`src/rtl/mcycle_controller_pkg.sv`:
```
// Shared definitions for the multi-cycle multiply/divide sequencer:
// FSM state encodings and MCycleOp codes.
package mcycle_controller_pkg;

  typedef enum logic [1:0] {
    ST_IDLE    = 2'd0,
    ST_COMPUTE = 2'd1,
    ST_DONE    = 2'd2
  } mc_state_e;

  localparam logic OP_MUL = 1'b0;
  localparam logic OP_DIV = 1'b1;

endpackage

```
`src/rtl/mcycle_controller_datapath.sv`:
```
// Iterative datapath: 2*WIDTH working register {hi, lo} with a shared
// (WIDTH+1)-bit adder/subtractor for shift-add multiply and restoring divide.
module mcycle_datapath
  import mcycle_controller_pkg::*;
#(
  parameter int WIDTH = 32
) (
  input  logic             clk,
  input  logic             rst,
  input  logic             init,
  input  logic             step,
  input  logic             op,
  input  logic [WIDTH-1:0] init_a,
  input  logic [WIDTH-1:0] init_b,
  input  logic [WIDTH-1:0] opnd,
  output logic [WIDTH-1:0] hi_nxt,
  output logic [WIDTH-1:0] lo_nxt
);

  logic [WIDTH-1:0] hi_q, hi_d;
  logic [WIDTH-1:0] lo_q, lo_d;
  logic [WIDTH:0]   add_a, add_b, sum;
  logic             is_div;

  assign is_div = (op == OP_DIV);

  // Divide subtracts the divisor from the left-shifted remainder; multiply
  // adds the multiplicand to hi with the carry kept in bit WIDTH.
  always_comb begin
    add_a = is_div ? {hi_q, lo_q[WIDTH-1]} : {1'b0, hi_q};
    add_b = is_div ? ~{1'b0, opnd} : {1'b0, opnd};
    sum   = add_a + add_b + {{WIDTH{1'b0}}, is_div};
  end

  always_comb begin
    hi_d = hi_q;
    lo_d = lo_q;
    if (init) begin
      hi_d = '0;
      lo_d = is_div ? init_a : init_b;
    end else if (step) begin
      if (!is_div) begin
        if (lo_q[0]) begin
          hi_d = sum[WIDTH:1];
          lo_d = {sum[0], lo_q[WIDTH-1:1]};
        end else begin
          hi_d = {1'b0, hi_q[WIDTH-1:1]};
          lo_d = {hi_q[0], lo_q[WIDTH-1:1]};
        end
      end else if (!sum[WIDTH]) begin
        hi_d = sum[WIDTH-1:0];
        lo_d = {lo_q[WIDTH-2:0], 1'b1};
      end else begin
        hi_d = {hi_q[WIDTH-2:0], lo_q[WIDTH-1]};
        lo_d = {lo_q[WIDTH-2:0], 1'b0};
      end
    end
  end

  always_ff @(posedge clk) begin
    if (rst) begin
      hi_q <= '0;
      lo_q <= '0;
    end else begin
      hi_q <= hi_d;
      lo_q <= lo_d;
    end
  end

  assign hi_nxt = hi_d;
  assign lo_nxt = lo_d;

endmodule

```
`src/rtl/mcycle_controller.sv`:
```
// Multi-cycle arithmetic sequencer: latches operands on Start, stalls the
// pipeline for WIDTH iterations and pulses Done with registered results.
//
//   state      | meaning
//   -----------+---------------------------------------------------------
//   ST_IDLE    | waiting for Start; Busy follows Start combinationally
//   ST_COMPUTE | one datapath iteration per cycle, counter 0..WIDTH-1
//   ST_DONE    | Done pulse, results valid; Start ignored, back to IDLE
module mcycle_controller
  import mcycle_controller_pkg::*;
#(
  parameter int WIDTH = 32
) (
  input  logic             CLK,
  input  logic             RESET,
  input  logic             Start,
  input  logic             MCycleOp,
  input  logic [WIDTH-1:0] Operand1,
  input  logic [WIDTH-1:0] Operand2,
  output logic [WIDTH-1:0] Result1,
  output logic [WIDTH-1:0] Result2,
  output logic             Busy,
  output logic             Done
);

  localparam int CNT_W = (WIDTH > 1) ? $clog2(WIDTH) : 1;

  mc_state_e        state_q, state_d;
  logic [CNT_W-1:0] cnt_q, cnt_d;
  logic             op_q, op_d;
  logic [WIDTH-1:0] op1_q, op1_d;
  logic [WIDTH-1:0] op2_q, op2_d;
  logic [WIDTH-1:0] res1_q, res1_d;
  logic [WIDTH-1:0] res2_q, res2_d;
  logic             done_q, done_d;

  logic             dp_init, dp_step, dp_op;
  logic [WIDTH-1:0] dp_opnd, dp_hi_nxt, dp_lo_nxt;

  always_comb begin
    state_d = state_q;
    cnt_d   = cnt_q;
    op_d    = op_q;
    op1_d   = op1_q;
    op2_d   = op2_q;
    res1_d  = res1_q;
    res2_d  = res2_q;
    done_d  = 1'b0;
    dp_init = 1'b0;
    dp_step = 1'b0;
    case (state_q)
      ST_IDLE: begin
        if (Start) begin
          op_d    = MCycleOp;
          op1_d   = Operand1;
          op2_d   = Operand2;
          cnt_d   = '0;
          dp_init = 1'b1;
          state_d = ST_COMPUTE;
        end
      end
      ST_COMPUTE: begin
        dp_step = 1'b1;
        if (cnt_q == CNT_W'(WIDTH - 1)) begin
          // Capture the final iteration's result so it is valid during DONE.
          res1_d  = dp_lo_nxt;
          res2_d  = dp_hi_nxt;
          done_d  = 1'b1;
          state_d = ST_DONE;
        end else begin
          cnt_d = cnt_q + CNT_W'(1);
        end
      end
      ST_DONE: state_d = ST_IDLE;
      default: state_d = ST_IDLE;
    endcase
  end

  always_ff @(posedge CLK) begin
    if (RESET) begin
      state_q <= ST_IDLE;
      cnt_q   <= '0;
      op_q    <= OP_MUL;
      op1_q   <= '0;
      op2_q   <= '0;
      res1_q  <= '0;
      res2_q  <= '0;
      done_q  <= 1'b0;
    end else begin
      state_q <= state_d;
      cnt_q   <= cnt_d;
      op_q    <= op_d;
      op1_q   <= op1_d;
      op2_q   <= op2_d;
      res1_q  <= res1_d;
      res2_q  <= res2_d;
      done_q  <= done_d;
    end
  end

  // The init load comes straight from the ports; iterations use the latch.
  assign dp_op   = (state_q == ST_IDLE) ? MCycleOp : op_q;
  assign dp_opnd = (op_q == OP_DIV) ? op2_q : op1_q;

  mcycle_datapath #(.WIDTH(WIDTH)) u_datapath (
    .clk    (CLK),
    .rst    (RESET),
    .init   (dp_init),
    .step   (dp_step),
    .op     (dp_op),
    .init_a (Operand1),
    .init_b (Operand2),
    .opnd   (dp_opnd),
    .hi_nxt (dp_hi_nxt),
    .lo_nxt (dp_lo_nxt)
  );

  assign Busy    = ((state_q == ST_IDLE) && Start) || (state_q == ST_COMPUTE);
  assign Done    = done_q;
  assign Result1 = res1_q;
  assign Result2 = res2_q;

endmodule

```
`config.mk`:
```
export PLATFORM = sky130hd
export DESIGN_NAME = mcycle_controller
export DESIGN_NICKNAME = d
export VERILOG_FILES = /design/src/rtl/mcycle_controller_pkg.sv /design/src/rtl/mcycle_controller_datapath.sv /design/src/rtl/mcycle_controller.sv
export SDC_FILE = /design/constraint.sdc
export NUM_CORES = 1
export LEC_CHECK = 0
export CAP_MARGIN = 10
export CORE_MARGIN = 1.5
export CORE_UTILIZATION = 60
export CTS_CLUSTER_DIAMETER = 150
export CTS_CLUSTER_SIZE = 24
export DETAILED_ROUTE_END_ITERATION = 8
export PLACE_DENSITY = 0.84
export SLEW_MARGIN = 20
export SYNTH_ARGS = -nofsm -noshare
export SYNTH_HDL_FRONTEND = slang
export SYNTH_SLANG_ARGS = --single-unit
```
`constraint.sdc`:
```
create_clock -name CLK -period 9.85 [get_ports CLK]
set_input_delay 1.97 -clock CLK [delete_from_list [all_inputs] [get_ports CLK]]
set_output_delay 1.97 -clock CLK [all_outputs]
set_load 0.02 [all_outputs]
```
==> results by stage, run 1 <==
Logic synthesis:
- The number of enable-type register cells in the synthesized netlist is 0.
- The number of different library cells in the post-synthesis netlist is just over 70.
- The async set-reset flop share out of synthesis is 0.
- The post-synthesis instance total is roughly 1.5k.
- By area the synthesized netlist is led by sky130_fd_sc_hd__dfxtp_1 34%, sky130_fd_sc_hd__mux2i_1 9.6%, sky130_fd_sc_hd__nand2_1 9.2%, sky130_fd_sc_hd__a21oi_1 5.8%, sky130_fd_sc_hd__nor2_1 3.7%.
- In the synthesized netlist the dominant register cell turns out to be sky130_fd_sc_hd__dfxtp_1.
- For this run, the register share of the synthesized area comes to 0.340.
- The cell type contributing the most total cell area after synthesis is sky130_fd_sc_hd__dfxtp_1.
- The average instance in the mapped netlist occupies about 7.8 um^2.
- Yosys printed 0 warnings.
- Synthesis produced a netlist with a net count of roughly 1.6k.
- The register bit count reported by yosys is between 200 and 250.
- The post-synthesis instance area is around 12000 um^2.
- The area share of the largest cell type after synthesis is 0.340.

Clock tree:
- The clock-pin transition on the worst setup and hold timing paths is 0.10 ns.
- In this run, post-CTS repair resized a total of 0 instances.
- For the worst-skew pair, the clock arrives at the later sink with an insertion delay of 0.49 ns.
- The hold-fix buffer count after cts is 0.
- The number of setup buffers added after CTS is 0.
- TritonCTS built the clock tree.
- CTS built an H-tree with a depth of 1.
- The tree built by TritonCTS fans out to 201 sinks.
- The maximum count of clock buffers along a single path is 3.
- The master cell of the clock root buffer is sky130_fd_sc_hd__clkbuf_16.
- The number of clock buffers added by TritonCTS is 12.

Finish:
- The net total in the final layout is 1655.
- In the final layout, flip-flops and latches occupy a little over 4000 um^2.
- The ratio of cells with drive above 1 in the final layout is 0.0425.
- Summing all multi-input logic gate instances after layout gives between 7000 and 8000 um^2.
- The final instance area is roughly 13000 um^2.
- The layout has ~1.6k filler cells.
- The area growth from synthesis to final layout is 14.1%.
- The top cell types in the final layout, fill and taps aside, are 288 x sky130_fd_sc_hd__nand2_1, 200 x sky130_fd_sc_hd__dfxtp_1, 138 x sky130_fd_sc_hd__a21oi_1.
- The leading cell type in the layout, fill and taps excluded is sky130_fd_sc_hd__nand2_1.

Timing:
- On the final layout, the worst clock skew is about 0.021 ns.
- On the final layout, the worst hold slack is ~0.46 ns.
- Headroom to the max-slew limit came out at 0.252.
- Setup repair after global routing left no endpoint under its margin.
- The final clock period utilization by the worst path is 0.714.
- The clock period minus final worst setup slack is 7.03 ns.
- At the pin with the least slew margin, the transition time is ~1.1 ns.
- The hold violation total from the final report came to 0.
- The number of max-slew violations in the final report is 0.
- Setup violations remaining at the end of the flow were counted as 0.
- In the final timing run, aggregate negative setup slack is 0 ns.
- The highest clock frequency the design can meet is ~140 MHz.

Detailed routing:
- After detailed routing, the number of vias per cell comes to between 6 and 7.
- The first TritonRoute pass finished after 8 iterations.
- The number of DRC markers in iteration 0 is 917.
- For this run, design rule violations remaining after detail routing come to 0.
- Wires add up to 32300 um.
- The routed length per instance is between 15 and 20 um.
- The total via count after detailed routing is around 11k.
- The number of nets with antenna violations after routing is 0.

Floorplanning:
- In this run the core area contains between 50 and 60 standard-cell rows.
- The I/O pin count is between 100 and 150.
- The chip width is approximately 140 um.
- In this run the standard cell core region covers 19400 um^2.
- The die is roughly 140 um tall.
- The initial standard-cell utilization of the core is 0.609.
- The die covers 20600 um^2.

Critical path:
- The critical-path maximum fanout is 54.
- The total number of cells along the worst setup path is 14.
- On the critical path, the stage with the largest delay is an instance of sky130_fd_sc_hd__nand2_4.
- The signal on the critical path passes through clkdlybuf4s50_1, or3b_1, nand2_4, buf_4, xnor2_1, ha_1, nand2_1, or3_1, a2111oi_2, or2_1, mux2_4, nor2_1, a2111o_1, a311oi_1.
- The data arrival time of the worst path is about 7.4 ns.
- The buffer and inverter count on the worst path is 2.
- Data on the critical path is required at its endpoint by ~10 ns.
- For the worst flop-to-flop path, the logic depth is 13.
- The startpoint identified for the worst register-to-register timing path is op_q.
- The worst register-to-register path ends at Result2[31].
- The critical path launch point type is a primary input.
- The setup check on the worst reg-to-reg path leaves a slack of roughly 3.5 ns.
- The class of the most critical setup path is in -> reg.
- For this run, the slowest stage of the critical path takes 0.59 ns.
- STA classifies the critical path endpoint as a flop.
- The kind of cell with the highest combined delay on the critical path is simple AND/OR/NAND/NOR gates.

Placement:
- Routability-driven placement finished with a final weighted congestion of 0.926.
- The cell area after placement is between 10000 and 15000 um^2.
- The number of port buffers is 133.
- The HPWL reported at the end of detailed placement is around 23000 um.

Worst hold path:
- The hold path depth is 2.
- The path type of the worst min-delay path is reg -> reg.
- For hold timing, the worst endpoint is op2_q[20].
- The worst hold path startpoint is op2_q[20].

Pwr:
- Across the VDD grid, the largest voltage drop is approximately 0.12 mV.
- In this run the static leakage power is slightly above 5 nW.
- The total power divided by cell area is between 100 and 150 nW/um^2.

GRT:
- The pin count of the biggest net entering global routing is 95.
- The number of antenna violations at the first check in global routing is 1.
- The first-pass GRT wire length is 51000 um.
- The total global routing track utilization is 0.309.
- The number of global-route vias before repair is 9877.
- For this run the aggregate overflow at the end of global routing stands at 0.

Outcome:
- The flow ran to the end, and the final reports show no timing, DRC or antenna violations.

Flow run:
- The reported max-cap violation count is 0.
==> state kept, by name, indices dropped and copies added (netlist names) <==
signal           cells
Result1             32
Result2             32
op1_q               32
op2_q               32
u_datapath.hi_q     32
u_datapath.lo_q     32
cnt_q                5
state_q              2
Done                 1
op_q                 1
==> worst register-to-register path: stages, from the launching register on <==
cell and delay [ns]:
sky130_fd_sc_hd__dfxtp_2 1.08, sky130_fd_sc_hd__o21ai_0 0.50, sky130_fd_sc_hd__nand2_4 0.72, sky130_fd_sc_hd__buf_4 0.59, sky130_fd_sc_hd__xnor2_1 0.29, sky130_fd_sc_hd__ha_1 0.44, sky130_fd_sc_hd__nand2_1 0.15, sky130_fd_sc_hd__or3_1 0.44
sky130_fd_sc_hd__a2111oi_2 0.50, sky130_fd_sc_hd__or2_1 0.21, sky130_fd_sc_hd__mux2_4 0.55, sky130_fd_sc_hd__nor2_1 0.11, sky130_fd_sc_hd__a2111o_1 0.43, sky130_fd_sc_hd__a311oi_1 0.27
==> cell type report <==
type                    count  share of cell area
diodes                      1            0.000186
clock buffers              12              0.0223
well taps                 265              0.0246
flip-flops and latches    201               0.298
inverters                  15             0.00417
multi-input cells        1177               0.542
clock inverters             2             0.00241
repair buffers            146               0.106
==> cells in the mapped netlist (16+ instances only) <==
library cell               instances
sky130_fd_sc_hd__mux2i_1         113
sky130_fd_sc_hd__o22ai_1          34
sky130_fd_sc_hd__xnor2_1          49
sky130_fd_sc_hd__dfxtp_1         201
sky130_fd_sc_hd__nand2_1         290
sky130_fd_sc_hd__o21ai_0          72
sky130_fd_sc_hd__clkbuf_1         88
sky130_fd_sc_hd__a21oi_1         138
sky130_fd_sc_hd__a31oi_1          39
sky130_fd_sc_hd__ha_1             33
sky130_fd_sc_hd__buf_1            24
sky130_fd_sc_hd__mux2_2           16
sky130_fd_sc_hd__nor2_1          115
sky130_fd_sc_hd__a211oi_1         47
sky130_fd_sc_hd__a21o_1           23
sky130_fd_sc_hd__nor3_1           18
==> kinds of logic after synthesis <==
family                     Yosys count  synth area share
adders and majority gates           34            0.0366
and+or+nand+nor                    507             0.182
DFF                                201             0.340
xor gates and xnor gates            61            0.0452
AOI/OAI and AO/OA                  445             0.241
buffers and inverters              131            0.0431
muxes                              130             0.112
==> worst max-delay path by stage <==
| stage | from | end | slack [ns] |
|---|---|---|---|
| after floorplan | MCycleOp | Result2[31] | 2.83 |
| after global placement | MCycleOp | u_datapath.hi_q[15] | 2.53 |
| after global routing | MCycleOp | Result2[31] | 2.56 |
| after detailed placement | MCycleOp | Result2[31] | 2.40 |
| after CTS | MCycleOp | Result2[31] | 2.89 |
| final | MCycleOp | Result2[31] | 2.82 |
==> metal layers <==
layer / wire [um] / track usage / vias up
li1: - / - / 5448
met1: 15000 / 0.435 / 5163
met2: 14300 / 0.485 / 362
met3: 2300 / 0.0563 / 38
met4: 688 / 0.0822 / 0
met5: 0 / 0 / -
==> per-stage QoR <==
step | power [mW] | worst slack [ns] | cells | util
5_1_grt | 2.05 | 2.56 | 1819 | 0.695
6_report | 1.95 | 2.82 | 1819 | 0.695
2_1_floorplan | 1.31 | 2.83 | 1509 | -
3_5_place_dp | 1.45 | 2.40 | 1804 | 0.678
4_1_cts | 1.95 | 2.89 | 1818 | 0.695
3_3_place_gp | 1.44 | 2.53 | 1804 | 0.678
==> power breakdown <==
group / switching, mW / internal (mW) / total [mW] / leakage [nW]
Combinational: 0.340 / 0.221 / 0.561 / 3.36
Clock: 0.279 / 0.227 / 0.506 / 0.162
Sequential: 0.0330 / 0.848 / 0.881 / 1.64
Power figures use the tool's default switching activity.
==> run 2, diff against run 1 <==
Settings changed: CORE_UTILIZATION 60 to 57, PLACE_DENSITY 0.84 to 0.81.
Clock period 9.85 ns to 6.9 ns, I/O delays scaled along.
==> run 2 against run 1 <==
Via count grew 0.97%. Largest power group unchanged. Largest cell class unchanged. Combinational power grew 46%. Global-route usage shrank 0.84 points. Non-clock buffer count grew 8. Clock skew shrank 0.0015 ns.
==> results by stage, run 2 (synthesis results as in run 1) <==
Critical path:
- The worst setup path is launched from a primary input.
- The critical-path maximum fanout came to 58 (+7.4%).
- The peak per-stage delay on the critical path is 0.55 ns (-0.04 ns).
- STA classifies the critical path endpoint as a flop.
- The required time of the critical path is 7.22 ns (-3.03 ns).
- The start point of the critical path is MCycleOp.
- The total number of cells along the worst setup path is 16 (+2).
- The reg2reg setup slack came to 1.84 ns (-1.66 ns).
- The cell with the biggest individual delay on the critical path is sky130_fd_sc_hd__mux2_4.
- The worst register-to-register path ends at u_datapath.hi_q[15].
- Among cell families on the critical path, the largest total delay comes from simple AND/OR/NAND/NOR gates.
- The class of the most critical setup path is in -> reg.
- The data arrival time of the worst path is 6.13 ns (-1.30 ns).
- The critical path goes through clkdlybuf4s50_1, or3b_1, and2_2, buf_12, nand2_1, nand2_1, ha_1, nand4_1, a21oi_1, a221oi_4, a2111oi_2, or2_1, mux2_4, mux2_2, o21ai_0, o21ai_0.
- The buffer and inverter count on the worst path was 2 (unchanged).
- The worst reg2reg path startpoint is state_q[1].
- The destination of the critical timing path is u_datapath.hi_q[15].
- The cell count of the worst reg-to-reg path is 13 (unchanged).

Placement:
- The post-placement setup slack came to 0.638 ns (-1.76 ns).
- The placer congestion estimate is 0.981 (+6.0%).
- The cell area after placement is 13300 um^2 (+0.79%).
- The HPWL reported at the end of detailed placement came to 22900 um (+0.89%).
- The number of port buffers is 133 (unchanged).

Flow run:
- The reported max-cap violation count is 0 (unchanged).

Clock tree:
- The total number of clock tree sinks is 201 (unchanged).
- The clock network latency to the later pin of the worst-skew pair is 0.48 ns (about the same).
- The total of cells resized after clock tree synthesis was 0 (unchanged).
- The maximum count of clock buffers along a single path is 3 (unchanged).
- The H-tree depth reported by CTS is 1 (unchanged).
- The hold-fix buffer count after cts is 0 (unchanged).
- The number of buffers created by CTS came to 12 (unchanged).
- The number of setup buffers added after CTS is 0 (unchanged).
- The TritonCTS clock tree is done.
- The tree is rooted in a sky130_fd_sc_hd__clkbuf_16.
- The clock-pin transition on the worst setup and hold timing paths came to 0.09 ns (about the same).

Pwr:
- The total power divided by cell area is 206 nW/um^2 (+42%).
- The highest ir drop seen on vdd is 0.156 mV (+28%).
- The leakage power figure is 5.22 nW (+1.0%).

Finish:
- The total area of sequential cells is 4030 um^2 (unchanged).
- The antenna diode count is 0 (-1).
- The area growth from synthesis to final layout is 15.0%.
- The area of the multi-input gates came to 7310 um^2 (about the same).
- The net total in the final layout is 1663 (+0.48%).
- The number of inserted filler cells in the final layout is 1775 (+8.6%).
- The ratio of cells with drive above 1 in the final layout came to 0.0480 (+0.00555).
- The library cell used most frequently in the layout, excluding fill and tap cells, is sky130_fd_sc_hd__nand2_1.
- The final instance area is 13600 um^2 (+0.77%).
- In the layout the commonest cells are 287 x sky130_fd_sc_hd__nand2_1, 200 x sky130_fd_sc_hd__dfxtp_1, 138 x sky130_fd_sc_hd__a21oi_1.

Timing:
- The final worst-path setup slack is 1.09 ns (-1.73 ns).
- The worst setup skew after layout is 0.0199 ns (-0.00154 ns).
- The clock period minus final worst setup slack is 5.81 ns.
- The highest clock frequency the design can meet is 172 MHz.
- The hold violation total from the final report was 0 (unchanged).
- The number of max-slew violations in the final report is 0 (unchanged).
- The final setup violation count is 0 (unchanged).
- The final clock period utilization by the worst path is 0.842.
- The setup total negative slack came to 0 ns (unchanged).
- The slew at the pin closest to its max-slew limit is 1.08 ns (-0.0465 ns).
- The relative slew slack is 0.283 (+0.0310).
- Setup repair after global routing left no endpoint under its margin.

Floorplanning:
- The initial standard-cell utilization of the core is 0.582 (-0.0270).
- The I/O pin count came to 134 (unchanged).
- The chip width is 147 um (+2.5%).
- The die height came to 147 um (+2.5%).
- The die outline area is 21600 um^2 (+5.1%).
- The core outline area was 20300 um^2 (+4.6%).
- The cell row count is 52 (+2.0%).

GRT:
- The number of antenna violations at the first check in global routing came to 3 (+2).
- The overall overflow remaining after global route was 0 (unchanged).
- The first-pass GRT wire length is 53200 um (+4.4%).
- The total global routing track utilization is 0.300 (-0.00842).
- The pin count of the biggest net entering global routing is 84 (-12%).
- The number of global-route vias before repair is 10.5k (+6.4%).

Detailed routing:
- The post-detailed-routing wire length is 33000 um (+2.0%).
- The number of DRC markers in iteration 0 is 921 (+0.44%).
- The average via count per standard cell was 6.07 (+0.31%).
- The post-route DRC violation count came to 0 (unchanged).
- The routed length per instance is 18.0 um (+1.4%).
- The total iterations of the first detailed-routing run is 6 (-2).
- The number of nets with antenna violations after routing is 0 (unchanged).
- The total via count after detailed routing is 11.1k (+0.97%).

Outcome:
- The run finished with clean final reports.

Worst hold path:
- The path type of the worst min-delay path is reg -> reg.
- The hold path depth is 2 (unchanged).
## run 2: area by class of cell
class | count | share of cell area
tap | 270 | 0.0249
clock inverter | 2 | 0.00239
clock buffer | 12 | 0.0221
multi-input combinational | 1177 | 0.538
timing repair buffer | 154 | 0.112
sequential | 201 | 0.296
inverter | 15 | 0.00414
## run 2: metal layers
metal / track usage / routed length, um / part of all wire / vias to the layer above
met2: 0.471 / 14500 / 0.44 / 377
met5: 0 / 13 / 0.00039 / -
met4: 0.103 / 991 / 0.030 / 2
li1: - / - / - / 5475
met3: 0.0711 / 2560 / 0.078 / 69
met1: 0.406 / 15000 / 0.45 / 5195
## run 2: worst register-to-register path: stages, from the launching register on
cell,delay [ns]
sky130_fd_sc_hd__dfxtp_1,0.36
sky130_fd_sc_hd__o21ai_0,0.58
sky130_fd_sc_hd__and2_2,0.60
sky130_fd_sc_hd__o21ai_0,0.26
sky130_fd_sc_hd__fa_1,0.51
sky130_fd_sc_hd__a211oi_2,0.32
sky130_fd_sc_hd__o211ai_2,0.20
sky130_fd_sc_hd__a221oi_4,0.38
sky130_fd_sc_hd__a2111oi_2,0.15
sky130_fd_sc_hd__or2_1,0.26
sky130_fd_sc_hd__mux2_4,0.60
sky130_fd_sc_hd__mux2_2,0.41
sky130_fd_sc_hd__o21ai_0,0.19
sky130_fd_sc_hd__o21ai_0,0.10
## run 2: stage by stage
stage	power (mW)	std cells	hold WS [ns]	utilization
floorplan	1.87	1509	0.425	-
global placement	2.07	1817	0.436	0.653
detailed placement	2.08	1817	0.446	0.653
CTS	2.79	1831	0.459	0.669
global route	2.94	1831	0.475	0.670
finish	2.80	1831	0.457	0.670
## run 2: worst min-delay path by stage
stage,start,to,slack [ns]
2_1_floorplan,u_datapath.hi_q[22],u_datapath.hi_q[22],0.43
3_3_place_gp,u_datapath.hi_q[26],u_datapath.hi_q[26],0.44
3_5_place_dp,op1_q[22],op1_q[22],0.45
4_1_cts,op1_q[22],op1_q[22],0.46
5_1_grt,op1_q[11],op1_q[11],0.47
6_report,Result2[7],Result2[7],0.46
## run 2: report_power, final
group	total, mW	switching (mW)	internal [mW]	leakage (nW)
sequential	1.25	0.0417	1.21	1.64
combinational	0.819	0.495	0.324	3.42
clock	0.724	0.399	0.325	0.162
total	2.80	0.936	1.86	5.22
